--- config.mk ---
export PLATFORM = sky130hd
export DESIGN_NAME = cp0_except_flat
export DESIGN_NICKNAME = d
export VERILOG_FILES = /design/src/rtl/cp0_except_pkg.sv /design/src/rtl/cp0_except_if.sv /design/src/rtl/cp0_timer.sv /design/src/rtl/cp0_except.sv /design/src/flat_wrapper.sv
export SDC_FILE = /design/constraint.sdc
export NUM_CORES = 1
export LEC_CHECK = 0
export BUFFER_PORTS_ARGS = -buffer_cell sky130_fd_sc_hd__buf_4
export CAP_MARGIN = 20
export CORE_ASPECT_RATIO = 0.75
export CORE_MARGIN = 4
export CORE_UTILIZATION = 50
export CTS_CLUSTER_DIAMETER = 30
export CTS_CLUSTER_SIZE = 40
export DETAILED_ROUTE_END_ITERATION = 10
export PLACE_DENSITY = 0.77
export SLEW_MARGIN = 15
export SYNTH_ARGS = -nofsm -noshare
export SYNTH_HDL_FRONTEND = slang
export SYNTH_SLANG_ARGS = --single-unit
--- constraint.sdc ---
create_clock -name clk -period 2.6 [get_ports clk]
set_input_delay 0.52 -clock clk [delete_from_list [all_inputs] [get_ports clk]]
set_output_delay 0.52 -clock clk [all_outputs]
set_load 0.05 [all_outputs]
--- src/rtl/cp0_except_pkg.sv ---
// Shared CP0 definitions: register numbers, STATUS/CAUSE bit positions,
// exception codes and the CP operation encoding used by the decoder.
package cp0_except_pkg;

   localparam logic [4:0] REG_COUNT   = 5'd9;
   localparam logic [4:0] REG_COMPARE = 5'd11;
   localparam logic [4:0] REG_STATUS  = 5'd12;
   localparam logic [4:0] REG_CAUSE   = 5'd13;
   localparam logic [4:0] REG_EPC     = 5'd14;

   localparam int ST_IE  = 0;
   localparam int ST_EXL = 1;
   localparam int ST_UM  = 4;

   localparam int CA_BD     = 31;
   localparam int CA_TI     = 30;
   localparam int CA_IP2    = 10;
   localparam int CA_EXC_LO = 2;

   typedef enum logic [4:0] {
      EXC_INT = 5'd0,
      EXC_SYS = 5'd8,
      EXC_RI  = 5'd10,
      EXC_CPU = 5'd11
   } exc_code_t;

   typedef enum logic [1:0] {
      CP_NONE  = 2'b00,
      CP_STORE = 2'b01,
      CP_ERET  = 2'b10,
      CP_RSVD  = 2'b11
   } cp_oper_t;

   // A delay-slot instruction restarts at its branch, one word earlier.
   function automatic logic [31:0] epc_of(input logic [31:0] pc, input logic ds);
      return ds ? pc - 32'd4 : pc;
   endfunction

endpackage

--- src/rtl/cp0_except_if.sv ---
// Decoder/EXE-side bus into the CP0 unit: operation, register access,
// exception flags and the EXE instruction's PC context.
interface cp0_except_if;
   import cp0_except_pkg::*;

   logic        en;
   cp_oper_t    cp_oper;
   logic [4:0]  addr_r;
   logic [31:0] data_r;
   logic [4:0]  addr_w;
   logic [31:0] data_w;
   logic        syscall;
   logic        illegal;
   logic        unrecognized;
   logic [31:0] ex_pc;
   logic        ex_delay_slot;
   logic        exc_flush;

   modport master (
      output en, cp_oper, addr_r, addr_w, data_w, syscall, illegal,
             unrecognized, ex_pc, ex_delay_slot,
      input  data_r, exc_flush
   );

   modport slave (
      input  en, cp_oper, addr_r, addr_w, data_w, syscall, illegal,
             unrecognized, ex_pc, ex_delay_slot,
      output data_r, exc_flush
   );

endinterface

--- src/rtl/cp0_timer.sv ---
// COUNT/COMPARE timer: free-running counter with a sticky match flag TI,
// cleared only by a COMPARE write.
module cp0_timer #(
   parameter int DATA_W = 32
) (
   input  logic              clk,
   input  logic              rst,
   input  logic              count_we,
   input  logic              compare_we,
   input  logic              ti_clr,
   input  logic [DATA_W-1:0] wdata,
   output logic [DATA_W-1:0] count,
   output logic [DATA_W-1:0] compare,
   output logic              ti
);

   always_ff @(posedge clk) begin
      if (rst) begin
         count   <= '0;
         compare <= '1;
         ti      <= 1'b0;
      end else begin
         count <= count_we ? wdata : count + 1'b1;
         if (compare_we)
            compare <= wdata;
         // A clear in the same cycle as a match wins.
         if (ti_clr)
            ti <= 1'b0;
         else if (count == compare)
            ti <= 1'b1;
      end
   end

endmodule

--- src/rtl/cp0_except.sv ---
// Coprocessor-0 and exception unit: prioritises exceptions, interrupts, ERET
// and MTC0, owns STATUS/CAUSE/EPC and issues a registered PC redirect.
module cp0_except
   import cp0_except_pkg::*;
#(
   parameter logic [31:0] EXC_VECTOR = 32'h0000_0180
) (
   input  logic         clk,
   input  logic         rst,
   cp0_except_if.slave  bus,
   input  logic         ir_req,
   output logic         user_mode,
   output logic         jump_en,
   output logic [31:0]  jump_addr
);

   logic        st_ie, st_exl, st_um;
   logic        ca_bd;
   logic [4:0]  ca_code;
   logic [31:0] epc;
   logic [31:0] count, compare;
   logic        ti;

   logic        accept, irq_take, exc_take, eret_take, mtc0_take;
   exc_code_t   exc_code;

   // Reset overrides anything presented in the same cycle.
   assign accept    = bus.en & ~rst;
   assign irq_take  = st_ie & ~st_exl & (ir_req | ti);
   assign exc_take  = accept & (bus.illegal | bus.unrecognized | bus.syscall | irq_take);
   assign eret_take = accept & ~exc_take & (bus.cp_oper == CP_ERET);
   assign mtc0_take = accept & ~exc_take & (bus.cp_oper == CP_STORE);

   assign bus.exc_flush = exc_take | eret_take;
   assign user_mode     = st_um & ~st_exl;

   always_comb begin
      exc_code = EXC_INT;
      if (bus.illegal)
         exc_code = EXC_CPU;
      else if (bus.unrecognized)
         exc_code = EXC_RI;
      else if (bus.syscall)
         exc_code = EXC_SYS;
   end

   always_ff @(posedge clk) begin
      if (rst) begin
         st_ie   <= 1'b0;
         st_exl  <= 1'b0;
         st_um   <= 1'b0;
         ca_bd   <= 1'b0;
         ca_code <= '0;
         epc     <= '0;
      end else if (exc_take) begin
         // Nested exceptions keep the original return point.
         if (!st_exl) begin
            epc   <= epc_of(bus.ex_pc, bus.ex_delay_slot);
            ca_bd <= bus.ex_delay_slot;
         end
         ca_code <= exc_code;
         st_exl  <= 1'b1;
      end else if (eret_take) begin
         st_exl <= 1'b0;
      end else if (mtc0_take) begin
         if (bus.addr_w == REG_STATUS) begin
            st_ie  <= bus.data_w[ST_IE];
            st_exl <= bus.data_w[ST_EXL];
            st_um  <= bus.data_w[ST_UM];
         end
         if (bus.addr_w == REG_EPC)
            epc <= bus.data_w;
      end
   end

   always_ff @(posedge clk) begin
      if (rst) begin
         jump_en   <= 1'b0;
         jump_addr <= '0;
      end else begin
         jump_en <= exc_take | eret_take;
         if (exc_take)
            jump_addr <= EXC_VECTOR;
         else if (eret_take)
            jump_addr <= epc;
      end
   end

   cp0_timer #(.DATA_W(32)) u_timer (
      .clk        (clk),
      .rst        (rst),
      .count_we   (mtc0_take && bus.addr_w == REG_COUNT),
      .compare_we (mtc0_take && bus.addr_w == REG_COMPARE),
      .ti_clr     (mtc0_take && bus.addr_w == REG_COMPARE),
      .wdata      (bus.data_w),
      .count      (count),
      .compare    (compare),
      .ti         (ti)
   );

   always_comb begin
      bus.data_r = '0;
      case (bus.addr_r)
         REG_COUNT:   bus.data_r = count;
         REG_COMPARE: bus.data_r = compare;
         REG_STATUS: begin
            bus.data_r[ST_IE]  = st_ie;
            bus.data_r[ST_EXL] = st_exl;
            bus.data_r[ST_UM]  = st_um;
         end
         REG_CAUSE: begin
            bus.data_r[CA_BD]                 = ca_bd;
            bus.data_r[CA_TI]                 = ti;
            bus.data_r[CA_IP2]                = ir_req;
            bus.data_r[CA_EXC_LO+4:CA_EXC_LO] = ca_code;
         end
         REG_EPC:     bus.data_r = epc;
         default:     bus.data_r = '0;
      endcase
   end

endmodule

--- src/flat_wrapper.sv ---
// flat-port wrapper written by rule: the top's interface ports become plain ports
module cp0_except_flat import cp0_except_pkg::*;
#(
   parameter logic [31:0] EXC_VECTOR = 32'h0000_0180
)
  (clk, rst, ir_req, user_mode, jump_en, jump_addr, bus_en, bus_cp_oper, bus_addr_r, bus_addr_w, bus_data_w, bus_syscall, bus_illegal, bus_unrecognized, bus_ex_pc, bus_ex_delay_slot, bus_data_r, bus_exc_flush);
  cp0_except_if bus_i ();
  input  logic clk;
  input  logic rst;
  input  logic ir_req;
  output logic user_mode;
  output logic jump_en;
  output logic [31:0] jump_addr;
  input wire logic [$bits(bus_i.en)-1:0] bus_en;
  input wire logic [$bits(bus_i.cp_oper)-1:0] bus_cp_oper;
  input wire logic [$bits(bus_i.addr_r)-1:0] bus_addr_r;
  input wire logic [$bits(bus_i.addr_w)-1:0] bus_addr_w;
  input wire logic [$bits(bus_i.data_w)-1:0] bus_data_w;
  input wire logic [$bits(bus_i.syscall)-1:0] bus_syscall;
  input wire logic [$bits(bus_i.illegal)-1:0] bus_illegal;
  input wire logic [$bits(bus_i.unrecognized)-1:0] bus_unrecognized;
  input wire logic [$bits(bus_i.ex_pc)-1:0] bus_ex_pc;
  input wire logic [$bits(bus_i.ex_delay_slot)-1:0] bus_ex_delay_slot;
  output wire logic [$bits(bus_i.data_r)-1:0] bus_data_r;
  output wire logic [$bits(bus_i.exc_flush)-1:0] bus_exc_flush;
  assign bus_i.en = bus_en;
  assign bus_i.cp_oper = bus_cp_oper;
  assign bus_i.addr_r = bus_addr_r;
  assign bus_i.addr_w = bus_addr_w;
  assign bus_i.data_w = bus_data_w;
  assign bus_i.syscall = bus_syscall;
  assign bus_i.illegal = bus_illegal;
  assign bus_i.unrecognized = bus_unrecognized;
  assign bus_i.ex_pc = bus_ex_pc;
  assign bus_i.ex_delay_slot = bus_ex_delay_slot;
  assign bus_data_r = bus_i.data_r;
  assign bus_exc_flush = bus_i.exc_flush;
  cp0_except #(.EXC_VECTOR(EXC_VECTOR)) u_core (.clk(clk), .rst(rst), .bus(bus_i), .ir_req(ir_req), .user_mode(user_mode), .jump_en(jump_en), .jump_addr(jump_addr));
endmodule
==> flow_summary_export.csv, run 1 <==
group,metric,value,unit
critical_path,rrSetupSlack,0.15,ns
synth,ys_top_cells_by_count,"191 x nand2_1, 137 x dfxtp_1, 69 x a21oi_1",
synth,yosysMostFrequentCell,"nand2_1",
routing,first_pass_iters,9,
synth,synth_cell_type_count,53,
critical_path,start_kind,"register",
place,place.gp.congestion,0.948,
place,io_buffers,150,
global_route,grt_pass1_wl,39700,um
clock_network,clk_latency,0.42,ns
sta,fin_crit_sh,94.3,%
routing,viasPerCell,6.00,
synth,seq_area_frac_synth,37.8,%
routing,drc,0,
min_path,hold_depth,3,
synth,synth_top_area_share,37.8,%
synth,synthesis.instances,937,
sta,slew-limit-headroom,27.5,%
sta,clock_skew,0.00919,ns
global_route,grt_pass1_vias,7360,
sta,finalCriticalPeriod,2.45,ns
routing,drtIter0Drc,873,
sta,holdWs,0.326,ns
min_path,min_to,"u_core.ca_code[0]",
routing,ant_nets,0,
finish,area_growth,29.4,%
critical_path,r2r-end,"u_core.u_timer.count[31]",
job,timing.max_cap.violations,0,
routing,wl_per_cell,19.8,um
synth,synth_edf_count,0,
die,initial_core_util,52.0,%
synth,syn_nets,1023,
critical_path,end_kind,"register",
finish,layout-drive-gt1-share,22.7,%
synth,ys_top_cells_by_area,"dfxtp_1 38%, nand2_1 9.9%, xnor2_1 8.2%, a22o_1 4.8%, a21oi_1 4.8%",
clock_network,cts_buffer_depth,2,
synth,async_flop_share,0,%
die,rows,37,
finish,fill_cells,1215,
sta,worstMarginPinSlew,1.09,ns
sta,hold_violations,0,
finish,diodes,0,
die,core-area,0.0140,mm2
die,die_area,0.0165,mm2
min_path,min_from,"bus_illegal",
critical_path,crit_arrival,2.78,ns
sta,finalMaxSlewViolations,0,
critical_path,crit_type,"register to register",
synth,synth.ff_latch_count,137,
power_and_ir_drop,finalPower,5.26,mW
global_route,grt_use_total,30.1,%
power_and_ir_drop,power.leakage,3.65,nW
global_route,overflow,0,
synth,avgSynthCellArea,7.75,um2
critical_path,crit_required,2.92,ns
place,post-dp-hpwl,18500,um
routing,finalWirelength,25400,um
critical_path,r2r-start,"u_core.u_timer.count[20]",
global_route,grt_max_degree,54,
clock_network,cts_resized,0,
clock_network,clock-sinks,137,
clock_network,h-tree-depth,4,
sta,max_freq,408,MHz
sta,finalSetupViolCount,0,
synth,ys_warn_count,0,
synth,yosys_most_used_dff,"dfxtp_1",
power_and_ir_drop,vdd_drop_max,0.434,mV
sta,rsz0062_at_grt,"false",
critical_path,reg2reg_depth,6,
critical_path,cp_max_fo,6,
clock_network,cts_tree,"yes",
global_route,antenna_found_initial,0,
clock_network,hold_buffers,0,
synth,syn_area,0.00726,mm2
die,die_x,147,um
clock_network,cts_setup_buffers,0,
power_and_ir_drop,powerDensity,559,mW/mm2
clock_network,clkTransAtPathRegs,0.06,ns
min_path,hp-class,"input pin to register",
outcome,outcome,"finished clean",
die,ios,151,
clock_network,cts_inserted_buffers,17,
finish,nets,1163,
routing,dr_total_vias,7694,
clock_network,clock-root-buffer,"clkbuf_16",
die,fp.dieH,112,um
synth,yosys.area.top_type,"dfxtp_1",
-- kinds of logic after synthesis --
family / Yosys count / share of synthesized area, %
and+or+nand+nor: 401 / 25.2
AOI/OAI and AO/OA: 218 / 20.6
DFF: 137 / 37.8
xor gates and xnor gates: 88 / 10.6
buffers and inverters: 84 / 4.46
muxes: 7 / 0.965
adders and majority gates: 2 / 0.344
-- metrics by stage --
step | std cells | TNS [ns] | utilization, % | cell area [um2] | setup slack [ns]
2_1_floorplan | 937 | -0.0897 | - | 7290 | -0.0897
3_3_place_gp | 1253 | -0.00654 | 63.0 | 8800 | -0.00654
3_5_place_dp | 1253 | -0.0685 | 63.0 | 8800 | -0.0685
4_1_cts | 1283 | 0 | 67.2 | 9400 | 0.175
5_1_grt | 1283 | 0 | 67.2 | 9400 | 0.0115
6_report | 1283 | 0 | 67.2 | 9400 | 0.148
-- placed cells by master, fill, tap and decap left out, drive strengths merged, types with 10 or more instances in the layout --
master	instances
nor2	68
inv	12
a211oi	36
a22oi	11
nand4	18
buf	194
o211ai	10
nor3	18
nand2	191
dfxtp	137
xor2	20
clkbuf	19
nor4	14
o21ai	14
xnor2	68
nand3	54
a22o	40
a21oi	69
o22ai	10
-- cell type report --
type                            count  area [um2]  share of cell area [%]
Clock buffer                       19         443                    4.71
Clock inverter                     11         149                    1.58
Inverter                           11        41.3                   0.439
Multi-Input combinational cell    716        4270                    45.4
Sequential cell                   137        2740                    29.2
Tap cell                          195         244                    2.60
Timing Repair Buffer              194        1510                    16.0
-- power by group --
| part | switching, mW | leakage (nW) | internal, mW |
|---|---|---|---|
| Sequential | 0.0607 | 1.11 | 2.15 |
| Combinational | 0.356 | 2.25 | 0.234 |
| Clock | 0.933 | 0.281 | 1.52 |
-- worst max-delay path by stage --
stage	from	to	slack, ns
4_1_cts	bus_addr_r[4]	bus_data_r[10]	0.17
2_1_floorplan	bus_addr_r[4]	bus_data_r[28]	-0.09
3_5_place_dp	bus_ex_pc[17]	u_core.epc[27]	-0.07
6_report	u_core.u_timer.count[20]	u_core.u_timer.count[31]	0.15
3_3_place_gp	bus_ex_pc[17]	u_core.epc[27]	-0.007
5_1_grt	u_core.u_timer.count[21]	u_core.u_timer.count[31]	0.01
-- registers in the layout (all words and copies together) (netlist names) --
signal,cells
u_core.epc,32
u_core.jump_addr,32
u_core.u_timer.compare,32
u_core.u_timer.count,32
u_core.ca_code,3
u_core.ca_bd,1
u_core.jump_en,1
u_core.st_exl,1
u_core.st_ie,1
u_core.st_um,1
u_core.u_timer.ti,1
-- critical path: stages, from the launching register on --
cell,delay (ns)
dfxtp_1,0.47
nand4_1,0.30
or4_1,0.62
nor3_1,0.36
nor3b_1,0.29
xnor2_1,0.10
a211oi_1,0.22
-- per-layer routing --
metal / vias to the layer above / share of wire [%] / global-route usage [%]
li1: 3585 / - / -
met1: 3603 / 41 / 42.0
met2: 450 / 45 / 47.7
met3: 56 / 11 / 5.37
met4: 0 / 2.6 / 9.12
met5: - / 0 / 0
Note: power is estimated with default switching activity, not from simulation.
==> run 2, diff against run 1 <==
--- a/config.mk
+++ b/config.mk
@@ -9,11 +9,10 @@
 export CAP_MARGIN = 20
 export CORE_ASPECT_RATIO = 0.75
 export CORE_MARGIN = 4
-export CORE_UTILIZATION = 50
-export CTS_CLUSTER_DIAMETER = 30
+export CORE_UTILIZATION = 60
 export CTS_CLUSTER_SIZE = 40
 export DETAILED_ROUTE_END_ITERATION = 10
-export PLACE_DENSITY = 0.77
+export PLACE_DENSITY = 0.86
 export SLEW_MARGIN = 15
 export SYNTH_ARGS = -nofsm -noshare
 export SYNTH_HDL_FRONTEND = slang
==> constraint.sdc (replaced) <==
create_clock -name clk -period 3.16 [get_ports clk]
set_input_delay 0.632 -clock clk [delete_from_list [all_inputs] [get_ports clk]]
set_output_delay 0.632 -clock clk [all_outputs]
set_load 0.05 [all_outputs]
==> flow_summary_export.csv, run 2 (synthesis results as in run 1) <==
group,metric,value,unit
routing,dr_total_vias,7694,
clock_network,cts_setup_buffers,0,
global_route,grt_max_degree,60,
critical_path,reg2reg_depth,6,
sta,finalSetupViolCount,0,
die,ios,151,
finish,nets,1140,
clock_network,clkTransAtPathRegs,0.06,ns
die,fp.dieH,103,um
routing,wl_per_cell,19.9,um
clock_network,cts_resized,0,
clock_network,cts_buffer_depth,2,
routing,drtIter0Drc,930,
global_route,antenna_found_initial,0,
job,timing.max_cap.violations,0,
power_and_ir_drop,vdd_drop_max,0.485,mV
critical_path,rrSetupSlack,0.70,ns
sta,max_freq,342,MHz
clock_network,cts_tree,"yes",
die,die_area,0.0139,mm2
sta,finalMaxSlewViolations,0,
sta,clock_skew,0.0112,ns
die,initial_core_util,62.1,%
sta,setup_ws,0.235,ns
die,die_x,135,um
place,io_buffers,150,
sta,hold_violations,0,
clock_network,clk_latency,0.42,ns
sta,worstMarginPinSlew,1.04,ns
critical_path,start_kind,"input pin",
routing,finalWirelength,24400,um
clock_network,hold_buffers,0,
routing,ant_nets,0,
clock_network,clock-sinks,137,
place,place.gp.congestion,0.947,
finish,area_growth,25.6,%
global_route,overflow,0,
routing,drc,0,
clock_network,cts_inserted_buffers,17,
finish,layout-drive-gt1-share,20.5,%
place,post-dp-hpwl,17600,um
critical_path,critical_path.max_stage_delay,0.49,ns
critical_path,r2r-start,"u_core.u_timer.count[6]",
clock_network,clock-root-buffer,"clkbuf_16",
critical_path,path_buf_inv,2,
finish,final_common_cell,"nand2_1",
finish,mostFrequentLayoutCells,"191 x nand2_1, 170 x buf_4, 137 x dfxtp_1",
sta,slew-limit-headroom,30.4,%
critical_path,cp_slowest_cell,"nor3_1",
routing,viasPerCell,6.26,
min_path,hp-class,"input pin to register",
die,rows,34,
critical_path,crit_end,"bus_exc_flush",
sta,fin_crit_sh,92.6,%
routing,first_pass_iters,6,
critical_path,path_common_cell,"buf_4",
critical_path,path_delay_family,"simple AND/OR/NAND/NOR gates",
clock_network,h-tree-depth,4,
critical_path,crit_cells,6,
critical_path,cp_max_fo,4,
critical_path,crit_type,"input pin to output pin",
die,core-area,0.0117,mm2
global_route,grt_pass1_wl,36900,um
outcome,outcome,"finished clean",
critical_path,startpoint,"bus_illegal",
critical_path,crit_required,2.53,ns
critical_path,path_cells,"buf_4, nor3_1, o211ai_1, or3b_1, nand2_1, buf_4",
global_route,grt_pass1_vias,6993,
sta,rsz0062_at_grt,"false",
power_and_ir_drop,power.leakage,3.51,nW
critical_path,crit_arrival,2.29,ns
sta,finalCriticalPeriod,2.92,ns
finish,diodes,0,
sta,setup-tns-final,0,ns
place,pre_cts_ws,0.186,ns
critical_path,end_kind,"output pin",
power_and_ir_drop,powerDensity,469,mW/mm2
global_route,grt_use_total,34.2,%
critical_path,r2r-end,"u_core.u_timer.count[31]",
-- run 2: changes by cell type in the layout (fill, tap and decap cells not counted), sizes merged --
| cell | change |
|---|---|
| buf | -23 |
| clkinvlp | +2 |
| bufinv | -1 |
| inv | +1 |
-- run 2: where the power goes --
part / switching [mW] / internal [mW] / total [mW]
registers: 0.0480 / 1.77 / 1.81
logic: 0.289 / 0.183 / 0.472
clock network: 0.805 / 1.19 / 1.99
-- run 2: worst reg2reg max path: stages (launching register included) --
cell and delay [ns]:
dfxtp_1 0.47, and3_1 0.33, nand4_1 0.38, nor3_1 0.52, nor3b_1 0.32, xnor2_1 0.10, a211oi_1 0.25
-- run 2: area by class of cell --
| cell class | instances | area [um2] |
|---|---|---|
| clock buffer | 19 | 443 |
| tap | 162 | 203 |
| inverter | 11 | 41.3 |
| fill | 862 | 2580 |
| sequential | 137 | 2740 |
| timing repair buffer | 171 | 1300 |
| multi-input combinational | 716 | 4250 |
| clock inverter | 13 | 146 |
-- run 2: routing by layer --
| metal | track usage (%) | routed length, um | vias to the layer above |
|---|---|---|---|
| met5 | 0 | 0 | - |
| met4 | 14.9 | 1020 | 0 |
| met3 | 6.43 | 2660 | 85 |
| met2 | 55.1 | 11100 | 495 |
| met1 | 45.7 | 9710 | 3574 |
| li1 | - | - | 3540 |
-- run 2: per-stage QoR --
step / power [mW] / instances / util (%) / hold slack, ns / instance area (um2)
floorplan: 2.08 / 937 / - / 0.429 / 7260
global placement: 2.30 / 1197 / 72.8 / 0.445 / 8520
detailed placement: 2.31 / 1197 / 72.8 / 0.445 / 8520
CTS: 4.26 / 1229 / 77.9 / 0.433 / 9110
global route: 4.38 / 1229 / 78.0 / 0.452 / 9120
finish: 4.28 / 1229 / 78.0 / 0.434 / 9120
-- run 2: worst min-delay path by stage --
| stage | cells past startpoint | from | to | slack (ns) |
|---|---|---|---|---|
| 3_3_place_gp | 2 | u_core.jump_addr[31] | u_core.jump_addr[31] | 0.45 |
| 5_1_grt | 3 | bus_illegal | u_core.ca_code[0] | 0.45 |
| 2_1_floorplan | 2 | u_core.ca_code[3] | u_core.ca_code[3] | 0.43 |
| 4_1_cts | 3 | bus_illegal | u_core.ca_code[0] | 0.43 |
| 6_report | 3 | bus_illegal | u_core.ca_code[0] | 0.43 |
| 3_5_place_dp | 2 | u_core.ca_code[3] | u_core.ca_code[3] | 0.45 |
